File: src/rtl/aes128_round_key_store_if.sv
// -----------------------------------------------------------------------------
// aes128_round_key_store_if
// Handshake bundle between the round-key store and the AES-128 key expander.
// Signal names are from the store's point of view.
//
// Signals
//   kx_key_o      128  cipher key handed to the expander (big-endian)
//   kx_start_o      1  one-cycle start pulse
//   kx_key_req_o    1  one-cycle "advance to next round key" pulse
//   kx_key_i      128  expander's current round key (byte 0 in [7:0])
//   kx_valid_i      1  expander round key valid
//
// Modports
//   master : the round-key store (drives key/start/request)
//   slave  : the key expander    (drives round key/valid)
// -----------------------------------------------------------------------------
interface aes128_round_key_store_if;
   logic [127:0] kx_key_o;
   logic         kx_start_o;
   logic         kx_key_req_o;
   logic [127:0] kx_key_i;
   logic         kx_valid_i;

   modport master (
      output kx_key_o,
      output kx_start_o,
      output kx_key_req_o,
      input  kx_key_i,
      input  kx_valid_i
   );

   modport slave (
      input  kx_key_o,
      input  kx_start_o,
      input  kx_key_req_o,
      output kx_key_i,
      output kx_valid_i
   );
endinterface

File: src/rtl/aes128_round_key_store.sv
// -----------------------------------------------------------------------------
// aes128_round_key_store
// Round-key buffer placed behind the AES-128 key expander. A load starts the
// expander and walks it through all ten expansions; round keys 0..10 are
// captured into an 11-entry register file. Once full, any round key can be
// read by index with one cycle of latency, in any order, without re-expanding.
//
// Ports
//   clk_i        in    1   clock
//   rst_n_i      in    1   synchronous active-low reset
//   key_i        in  128   cipher key, big-endian, sampled when a load is taken
//   load_i       in    1   request to expand and store key_i
//   busy_o       out   1   expansion in progress or a load pending
//   ready_o      out   1   all round keys valid for the current key
//   rd_en_i      in    1   read strobe (honoured only while ready_o=1)
//   rd_idx_i     in    4   round index to read; 11..15 return zero
//   rd_key_o     out 128   round key read, expander byte order (byte 0 in [7:0])
//   rd_valid_o   out   1   one-cycle pulse qualifying rd_key_o
//   kx           if        expander handshake (master modport)
//
// Build option
//   AES128_KEY_STORE_CACHE_EN : when defined, reloading the key that is already
//   expanded (or currently expanding) is ignored instead of re-expanding.
// -----------------------------------------------------------------------------
module aes128_round_key_store #(
   parameter int NUM_KEYS = 11
) (
   input  logic                     clk_i,
   input  logic                     rst_n_i,
   input  logic [127:0]             key_i,
   input  logic                     load_i,
   output logic                     busy_o,
   output logic                     ready_o,
   input  logic                     rd_en_i,
   input  logic [3:0]               rd_idx_i,
   output logic [127:0]             rd_key_o,
   output logic                     rd_valid_o,
   aes128_round_key_store_if.master kx
);

   localparam logic [3:0] LAST_RC = 4'(NUM_KEYS - 1);

   typedef enum logic [2:0] {
      IDLE     = 3'd0,
      KX_START = 3'd1,
      KX_WAIT  = 3'd2,
      KX_REQ   = 3'd3,
      KX_GAP   = 3'd4,
      FULL     = 3'd5
   } state_t;

   state_t         state_r;
   state_t         state_nxt_s;
   logic [3:0]     rc_r;
   logic [3:0]     rc_nxt_s;
   logic [127:0]   kx_key_r;
   logic [127:0]   kx_key_nxt_s;
   logic [127:0]   pend_key_r;
   logic [127:0]   pend_key_nxt_s;
   logic           pend_r;
   logic           pend_nxt_s;
   logic           wr_en_s;
   logic           hit_s;
   logic [127:0]   key_mem_r [NUM_KEYS];
   logic [127:0]   rd_data_s;
   logic [127:0]   rd_key_r;
   logic           rd_valid_r;
   logic           busy_r;
   logic           ready_r;
   logic           kx_start_r;
   logic           kx_key_req_r;

   // True for the states in which the expander is being driven.
   function automatic logic is_kx(input state_t s);
      logic r;
      case (s)
         KX_START, KX_WAIT, KX_REQ, KX_GAP: r = 1'b1;
         default:                           r = 1'b0;
      endcase
      return r;
   endfunction

   // Cache hit: the offered key equals the key already expanded (FULL) or in
   // flight (KX_*). In IDLE nothing has been expanded, so there is never a hit.
   always_comb begin
      hit_s = 1'b0;
`ifdef AES128_KEY_STORE_CACHE_EN
      if ((state_r != IDLE) && (key_i == kx_key_r)) begin
         hit_s = 1'b1;
      end else begin
         hit_s = 1'b0;
      end
`else
      hit_s = 1'b0;
`endif
   end

   // Next-state and datapath control for the expansion sequencer.
   always_comb begin
      state_nxt_s    = state_r;
      rc_nxt_s       = rc_r;
      kx_key_nxt_s   = kx_key_r;
      pend_nxt_s     = pend_r;
      pend_key_nxt_s = pend_key_r;
      wr_en_s        = 1'b0;

      // A load during expansion never interrupts the expander; it is parked
      // and the latest one wins. A cache hit on the in-flight key cancels it.
      if (is_kx(state_r) && load_i) begin
         if (hit_s) begin
            pend_nxt_s = 1'b0;
         end else begin
            pend_nxt_s     = 1'b1;
            pend_key_nxt_s = key_i;
         end
      end else begin
         pend_nxt_s = pend_r;
      end

      case (state_r)
         IDLE, FULL: begin
            if (load_i && !hit_s) begin
               kx_key_nxt_s = key_i;
               rc_nxt_s     = 4'd0;
               state_nxt_s  = KX_START;
            end else begin
               state_nxt_s  = state_r;
            end
         end
         KX_START: begin
            state_nxt_s = KX_GAP;
         end
         KX_GAP: begin
            state_nxt_s = KX_WAIT;
         end
         KX_REQ: begin
            state_nxt_s = KX_GAP;
         end
         KX_WAIT: begin
            if (kx.kx_valid_i) begin
               wr_en_s = 1'b1;
               if (rc_r == LAST_RC) begin
                  // With a load parked, restart straight away so ready never
                  // advertises the superseded key.
                  if (pend_nxt_s) begin
                     kx_key_nxt_s = pend_key_nxt_s;
                     pend_nxt_s   = 1'b0;
                     rc_nxt_s     = 4'd0;
                     state_nxt_s  = KX_START;
                  end else begin
                     state_nxt_s  = FULL;
                  end
               end else begin
                  rc_nxt_s    = rc_r + 4'd1;
                  state_nxt_s = KX_REQ;
               end
            end else begin
               state_nxt_s = KX_WAIT;
            end
         end
         default: begin
            state_nxt_s = IDLE;
         end
      endcase
   end

   // Sequencer state, round counter, latched and pending keys.
   always_ff @(posedge clk_i) begin
      if (!rst_n_i) begin
         state_r    <= IDLE;
         rc_r       <= 4'd0;
         kx_key_r   <= '0;
         pend_r     <= 1'b0;
         pend_key_r <= '0;
      end else begin
         state_r    <= state_nxt_s;
         rc_r       <= rc_nxt_s;
         kx_key_r   <= kx_key_nxt_s;
         pend_r     <= pend_nxt_s;
         pend_key_r <= pend_key_nxt_s;
      end
   end

   // Status and expander strobes, registered from the next state so each
   // strobe is high for exactly the cycle spent in its state.
   always_ff @(posedge clk_i) begin
      if (!rst_n_i) begin
         kx_start_r   <= 1'b0;
         kx_key_req_r <= 1'b0;
         ready_r      <= 1'b0;
         busy_r       <= 1'b0;
      end else begin
         kx_start_r   <= (state_nxt_s == KX_START);
         kx_key_req_r <= (state_nxt_s == KX_REQ);
         ready_r      <= (state_nxt_s == FULL);
         busy_r       <= is_kx(state_nxt_s) | pend_nxt_s;
      end
   end

   // Round-key register file; entries are only overwritten on capture.
   always_ff @(posedge clk_i) begin
      if (!rst_n_i) begin
         for (int i = 0; i < NUM_KEYS; i++) begin
            key_mem_r[i] <= '0;
         end
      end else if (wr_en_s) begin
         key_mem_r[rc_r] <= kx.kx_key_i;
      end else begin
         key_mem_r[rc_r] <= key_mem_r[rc_r];
      end
   end

   // Read mux; indices past the last round key return zero.
   always_comb begin
      rd_data_s = '0;
      if (rd_idx_i <= LAST_RC) begin
         rd_data_s = key_mem_r[rd_idx_i];
      end else begin
         rd_data_s = '0;
      end
   end

   // Read port: gated by the registered ready, so a read issued together with
   // a load in FULL still sees the old keys. rd_key_o holds between reads.
   always_ff @(posedge clk_i) begin
      if (!rst_n_i) begin
         rd_valid_r <= 1'b0;
         rd_key_r   <= '0;
      end else if (rd_en_i && ready_r) begin
         rd_valid_r <= 1'b1;
         rd_key_r   <= rd_data_s;
      end else begin
         rd_valid_r <= 1'b0;
         rd_key_r   <= rd_key_r;
      end
   end

   assign busy_o          = busy_r;
   assign ready_o         = ready_r;
   assign rd_key_o        = rd_key_r;
   assign rd_valid_o      = rd_valid_r;
   assign kx.kx_key_o     = kx_key_r;
   assign kx.kx_start_o   = kx_start_r;
   assign kx.kx_key_req_o = kx_key_req_r;

   aes128_round_key_store_chk u_chk (
      .clk_i      (clk_i),
      .rst_n_i    (rst_n_i),
      .kx_start   (kx_start_r),
      .kx_key_req (kx_key_req_r),
      .busy       (busy_r),
      .ready      (ready_r)
   );

endmodule

// -----------------------------------------------------------------------------
// aes128_round_key_store_chk
// Protocol properties of the round-key store outputs.
//
// Ports
//   clk_i, rst_n_i       clock and synchronous active-low reset
//   kx_start, kx_key_req expander strobes
//   busy, ready          store status
// -----------------------------------------------------------------------------
module aes128_round_key_store_chk (
   input logic clk_i,
   input logic rst_n_i,
   input logic kx_start,
   input logic kx_key_req,
   input logic busy,
   input logic ready
);

   a_strobe_excl: assert property (@(posedge clk_i) disable iff (!rst_n_i)
      !(kx_start && kx_key_req));

   a_busy_ready_excl: assert property (@(posedge clk_i) disable iff (!rst_n_i)
      !(busy && ready));

endmodule

File: src/flat_wrapper.sv
// flat-port wrapper written by rule: the top's interface ports become plain ports
module aes128_round_key_store_flat 
#(
   parameter int NUM_KEYS = 11
)
  (clk_i, rst_n_i, key_i, load_i, busy_o, ready_o, rd_en_i, rd_idx_i, rd_key_o, rd_valid_o, kx_kx_key_o, kx_kx_start_o, kx_kx_key_req_o, kx_kx_key_i, kx_kx_valid_i);
  aes128_round_key_store_if kx_i ();
  input  logic clk_i;
  input  logic rst_n_i;
  input  logic [127:0] key_i;
  input  logic load_i;
  output logic busy_o;
  output logic ready_o;
  input  logic rd_en_i;
  input  logic [3:0] rd_idx_i;
  output logic [127:0] rd_key_o;
  output logic rd_valid_o;
  output wire logic [$bits(kx_i.kx_key_o)-1:0] kx_kx_key_o;
  output wire logic [$bits(kx_i.kx_start_o)-1:0] kx_kx_start_o;
  output wire logic [$bits(kx_i.kx_key_req_o)-1:0] kx_kx_key_req_o;
  input wire logic [$bits(kx_i.kx_key_i)-1:0] kx_kx_key_i;
  input wire logic [$bits(kx_i.kx_valid_i)-1:0] kx_kx_valid_i;
  assign kx_kx_key_o = kx_i.kx_key_o;
  assign kx_kx_start_o = kx_i.kx_start_o;
  assign kx_kx_key_req_o = kx_i.kx_key_req_o;
  assign kx_i.kx_key_i = kx_kx_key_i;
  assign kx_i.kx_valid_i = kx_kx_valid_i;
  aes128_round_key_store #(.NUM_KEYS(NUM_KEYS)) u_core (.clk_i(clk_i), .rst_n_i(rst_n_i), .key_i(key_i), .load_i(load_i), .busy_o(busy_o), .ready_o(ready_o), .rd_en_i(rd_en_i), .rd_idx_i(rd_idx_i), .rd_key_o(rd_key_o), .rd_valid_o(rd_valid_o), .kx(kx_i));
endmodule
File: config.mk
export PLATFORM = sky130hd
export DESIGN_NAME = aes128_round_key_store_flat
export DESIGN_NICKNAME = d
export VERILOG_FILES = /design/src/rtl/aes128_round_key_store_if.sv /design/src/rtl/aes128_round_key_store.sv /design/src/flat_wrapper.sv
export SDC_FILE = /design/constraint.sdc
export NUM_CORES = 2
export LEC_CHECK = 0
export CORE_MARGIN = 2
export CORE_UTILIZATION = 52
export DETAILED_ROUTE_END_ITERATION = 6
export HOLD_SLACK_MARGIN = 0.05
export PLACE_DENSITY = 0.76
export SYNTH_ARGS = -nofsm -noshare
export SYNTH_HDL_FRONTEND = slang
export SYNTH_HIERARCHICAL = 1
export SYNTH_SLANG_ARGS = --single-unit
File: constraint.sdc
create_clock -name clk_i -period 14.9 [get_ports clk_i]
set_clock_uncertainty 0.15 [all_clocks]
set_input_delay 1.49 -clock clk_i [delete_from_list [all_inputs] [get_ports clk_i]]
set_output_delay 1.49 -clock clk_i [all_outputs]
set_load 0.02 [all_outputs]
==> results.sh <==
export IMPL_status="finished clean"
export IMPL_portBuffers=525
export IMPL_vias=52319
export IMPL_timing_hold_worst_class="flop to flop"
export IMPL_insertion_delay_ns=0.83
export IMPL_detail_route_iter0_violations=5414
export IMPL_layout_worst_path_cycle_share=0.385
export IMPL_chipHeight_um=387
export IMPL_peakVddDrop_mv=0.103
export IMPL_setup_viol=0
export IMPL_antenna_found_initial=12
export IMPL_tightestPinTransition_ns=1.19
export IMPL_tritoncts_num_sinks=1805
export IMPL_postRouteAntennaNets=0
export IMPL_synth_most_common_cell="edfxtp_1"
export IMPL_postSynthAreaPerCell_um2=12.4
export IMPL_drt_total_wl_um=226000
export IMPL_clock_root_buffer="clkbuf_16"
export IMPL_die_width_um=387
export IMPL_synthTopCellsByArea="edfxtp_1 50%, dfxtp_1 14%, mux4_2 7.5%"
export IMPL_grt_first_pass_wirelength_um=336000
export IMPL_fmax_mhz=174
export IMPL_post_route_cell_area_mm2=0.0886
export IMPL_multi_input_area_mm2=0.0246
export IMPL_hpwlAfterDp_um=122000
export IMPL_wire_per_inst_um=26.3
export IMPL_crit_top_cell="buf_4"
export IMPL_fin_tns_setup_ns=0
export IMPL_clkTransAtPathRegs_ns=0.06
export IMPL_crit_path_max_fanout=97
export IMPL_seq_area_frac_synth=0.640
export IMPL_cap_viol_max_count=0
export IMPL_cts_repair_resize_count=0
export IMPL_finalCriticalPeriod_ns=5.73
export IMPL_layout_drive_gt1_share=0.118
export IMPL_worst_path_dominant_cell_family="buffers and inverters"
export IMPL_core_region_area_mm2=0.146
export IMPL_post_route_drc_count=0
export IMPL_p_leak_nw=31.5
export IMPL_synth_top_cell_by_area="edfxtp_1"
export IMPL_first_drt_pass_iteration_count=7
export IMPL_dpl_instance_area_mm2=0.0824
export IMPL_nets=6754
export IMPL_critical_path_required_ns=15.19
export IMPL_rsz0062_at_grt="no"
export IMPL_gp_congestion=0.809
export IMPL_slew_headroom=0.206
export IMPL_max_stage_delay_ns=0.93
export IMPL_ctsLongestPathBuffers=3
export IMPL_yosys_register_bits=1805
export IMPL_cts_post_setup_buffers_inserted=0
export IMPL_htree_levels=4
export IMPL_totalPowerFinal_mw=11.2
export IMPL_design_portCount=526
export IMPL_worstPathBufferInverterCount=4
export IMPL_path_cells="buf_8, buf_12, nand4_1, or3_4, nand2_4, buf_4, buf_4"
export IMPL_setup_ws_ns=9.17
export IMPL_grt_overflow_total=0
export IMPL_seq_area_mm2=0.0489
export IMPL_initial_standard_cell_utilization_of_the_core=0.525
export IMPL_gr_usage_all_layers=0.297
export IMPL_post_synth_instance_area_mm2=0.0764
export IMPL_num_rows=140
export IMPL_floorplan_die_area_mm2=0.150
export IMPL_synth_top_cells_by_count="1,280 x edfxtp_1, 1,083 x nor2_1, 735 x nand2_1, 525 x dfxtp_1, 390 x a21oi_1"
export IMPL_synth_fp_nets=6456
export IMPL_synth_edf_count=1280
export IMPL_crit_type="input port to flop"
export IMPL_tritoncts="yes"
export IMPL_worstSetupEndpointType="flop"
export IMPL_synthDistinctLibCells=60
export IMPL_slowest_stage="buf_4"
export IMPL_syn_inst=6189
export IMPL_num_fill_cells=11034
export IMPL_cellPowerDensity_mw_per_mm2=126
export IMPL_ys_warn_count=6
export IMPL_final_core_utilization=0.608
export IMPL_critical_path_startpoint_type="input port"
export IMPL_synth_main_ff_cell="edfxtp_1"
export IMPL_cts_buffers=182
export IMPL_first_global_vias=53303
export IMPL_syn_to_final_growth_pct=15.9
export IMPL_yosysTopAreaCellShare=0.503
export IMPL_timing_max_transition_violations_final=0
export IMPL_arrival_time_reported_for_the_critical_path_endpoint_ns=6.03
export IMPL_synth_async_sr_flop_share=0
export IMPL_detail_route_vias_per_cell=6.11
export IMPL_hold_buffers=0
export IMPL_hold_viol_final=0
export IMPL_largest_net_degree_at_the_start_of_global_routing=144
export IMPL_pre_cts_slack_ns=8.44
-- state kept, by name, summed over array words and instances, names as in the netlist --
name and count:
u_core/rd_valid_o 1, u_core/rd_key_o 128, u_core/rc_r 4, u_core/pend_key_r 128, u_core/kx.kx_start_o 1, u_core/kx.kx_key_o 128
u_core/busy_o 1, u_core/state_r 3, u_core/ready_o 1, u_core/pend_r 1, u_core/key_mem_r 1408, u_core/kx.kx_key_req_o 1
-- worst min-delay path, delay by kind of cell (launching register included) --
family	cells	cell delay (ns)
compound gates	1	0.05
flops	1	0.30
simple gates	1	0.05
-- layout by cell type (no fill, tap or decap), types with 3 or more instances in the layout --
| cell type | count |
|---|---|
| nand2_4 | 9 |
| nand2_1 | 726 |
| nand3_1 | 85 |
| a21oi_1 | 390 |
| or4_4 | 3 |
| nor3_1 | 128 |
| nand4b_1 | 3 |
| clkinv_2 | 31 |
| clkinv_16 | 10 |
| o2bb2ai_1 | 129 |
| nand2b_1 | 3 |
| nor2b_1 | 3 |
| buf_12 | 6 |
| clkdlybuf4s50_1 | 521 |
| clkbuf_16 | 183 |
| o21ai_0 | 130 |
| clkbuf_8 | 28 |
| clkinv_1 | 15 |
| mux2i_1 | 256 |
| bufinv_16 | 13 |
| inv_8 | 3 |
| buf_4 | 75 |
| nand3_4 | 3 |
| clkbuf_1 | 51 |
| dfxtp_1 | 525 |
| and2_1 | 258 |
| mux4_2 | 256 |
| nor2_1 | 1083 |
| mux2_2 | 128 |
| edfxtp_1 | 1280 |
| nand4_1 | 3 |
| inv_1 | 129 |
| a211oi_1 | 128 |
| buf_8 | 3 |
| clkinvlp_4 | 4 |
-- stage by stage --
step | cells | hold WS, ns
6_report | 8565 | 0.300
3_3_place_gp | 8220 | 0.288
2_1_floorplan | 6189 | 0.283
4_1_cts | 8563 | 0.303
3_5_place_dp | 8220 | 0.296
5_1_grt | 8563 | 0.316
-- per-layer routing --
layer,global-route usage,vias up,wire length [um]
met5,0,-,41
met4,0.153,6,12200
met3,0.0545,582,22300
met2,0.494,3149,110000
met1,0.372,25934,80900
li1,-,22648,-
-- power breakdown --
part,internal (mW),switching (mW)
logic,0.351,0.513
registers,5.55,0.0766
clock network,2.66,2.01
total,8.56,2.60
-- area by class of cell --
type,count,area share
clock buffers,262,0.0582
well taps,1917,0.0271
repair buffers,606,0.0672
diodes,2,0.0000565
flip-flops and latches,1805,0.552
inverters,131,0.00572
clock inverters,81,0.0118
multi-input cells,3761,0.278
-- cells by family after synthesis --
family                   count (synthesis)  share of synthesized area
AND/OR/NAND/NOR                       2328                      0.128
flip-flops                            1805                      0.640
AO/OA/AOI/OAI                          790                     0.0630
multiplexers                           640                      0.128
buffers and inverters                  623                     0.0402
adder cells (fa/ha/maj)                  2                   0.000327
XOR/XNOR                                 1                   0.000115
-- path summary, 6_finish.rpt --
kind	start	end	slack, ns	cells after the start
min reg2reg	u_core/pend_key_r[20]	u_core/pend_key_r[20]	0.30	2
max reg2reg	u_core/state_r[2]	u_core/key_mem_r[4][25]	9.90	7
min	u_core/pend_key_r[20]	u_core/pend_key_r[20]	0.30	2
max	rst_n_i	u_core/key_mem_r[6][72]	9.17	7
Note: power is estimated with default switching activity, not from simulation.
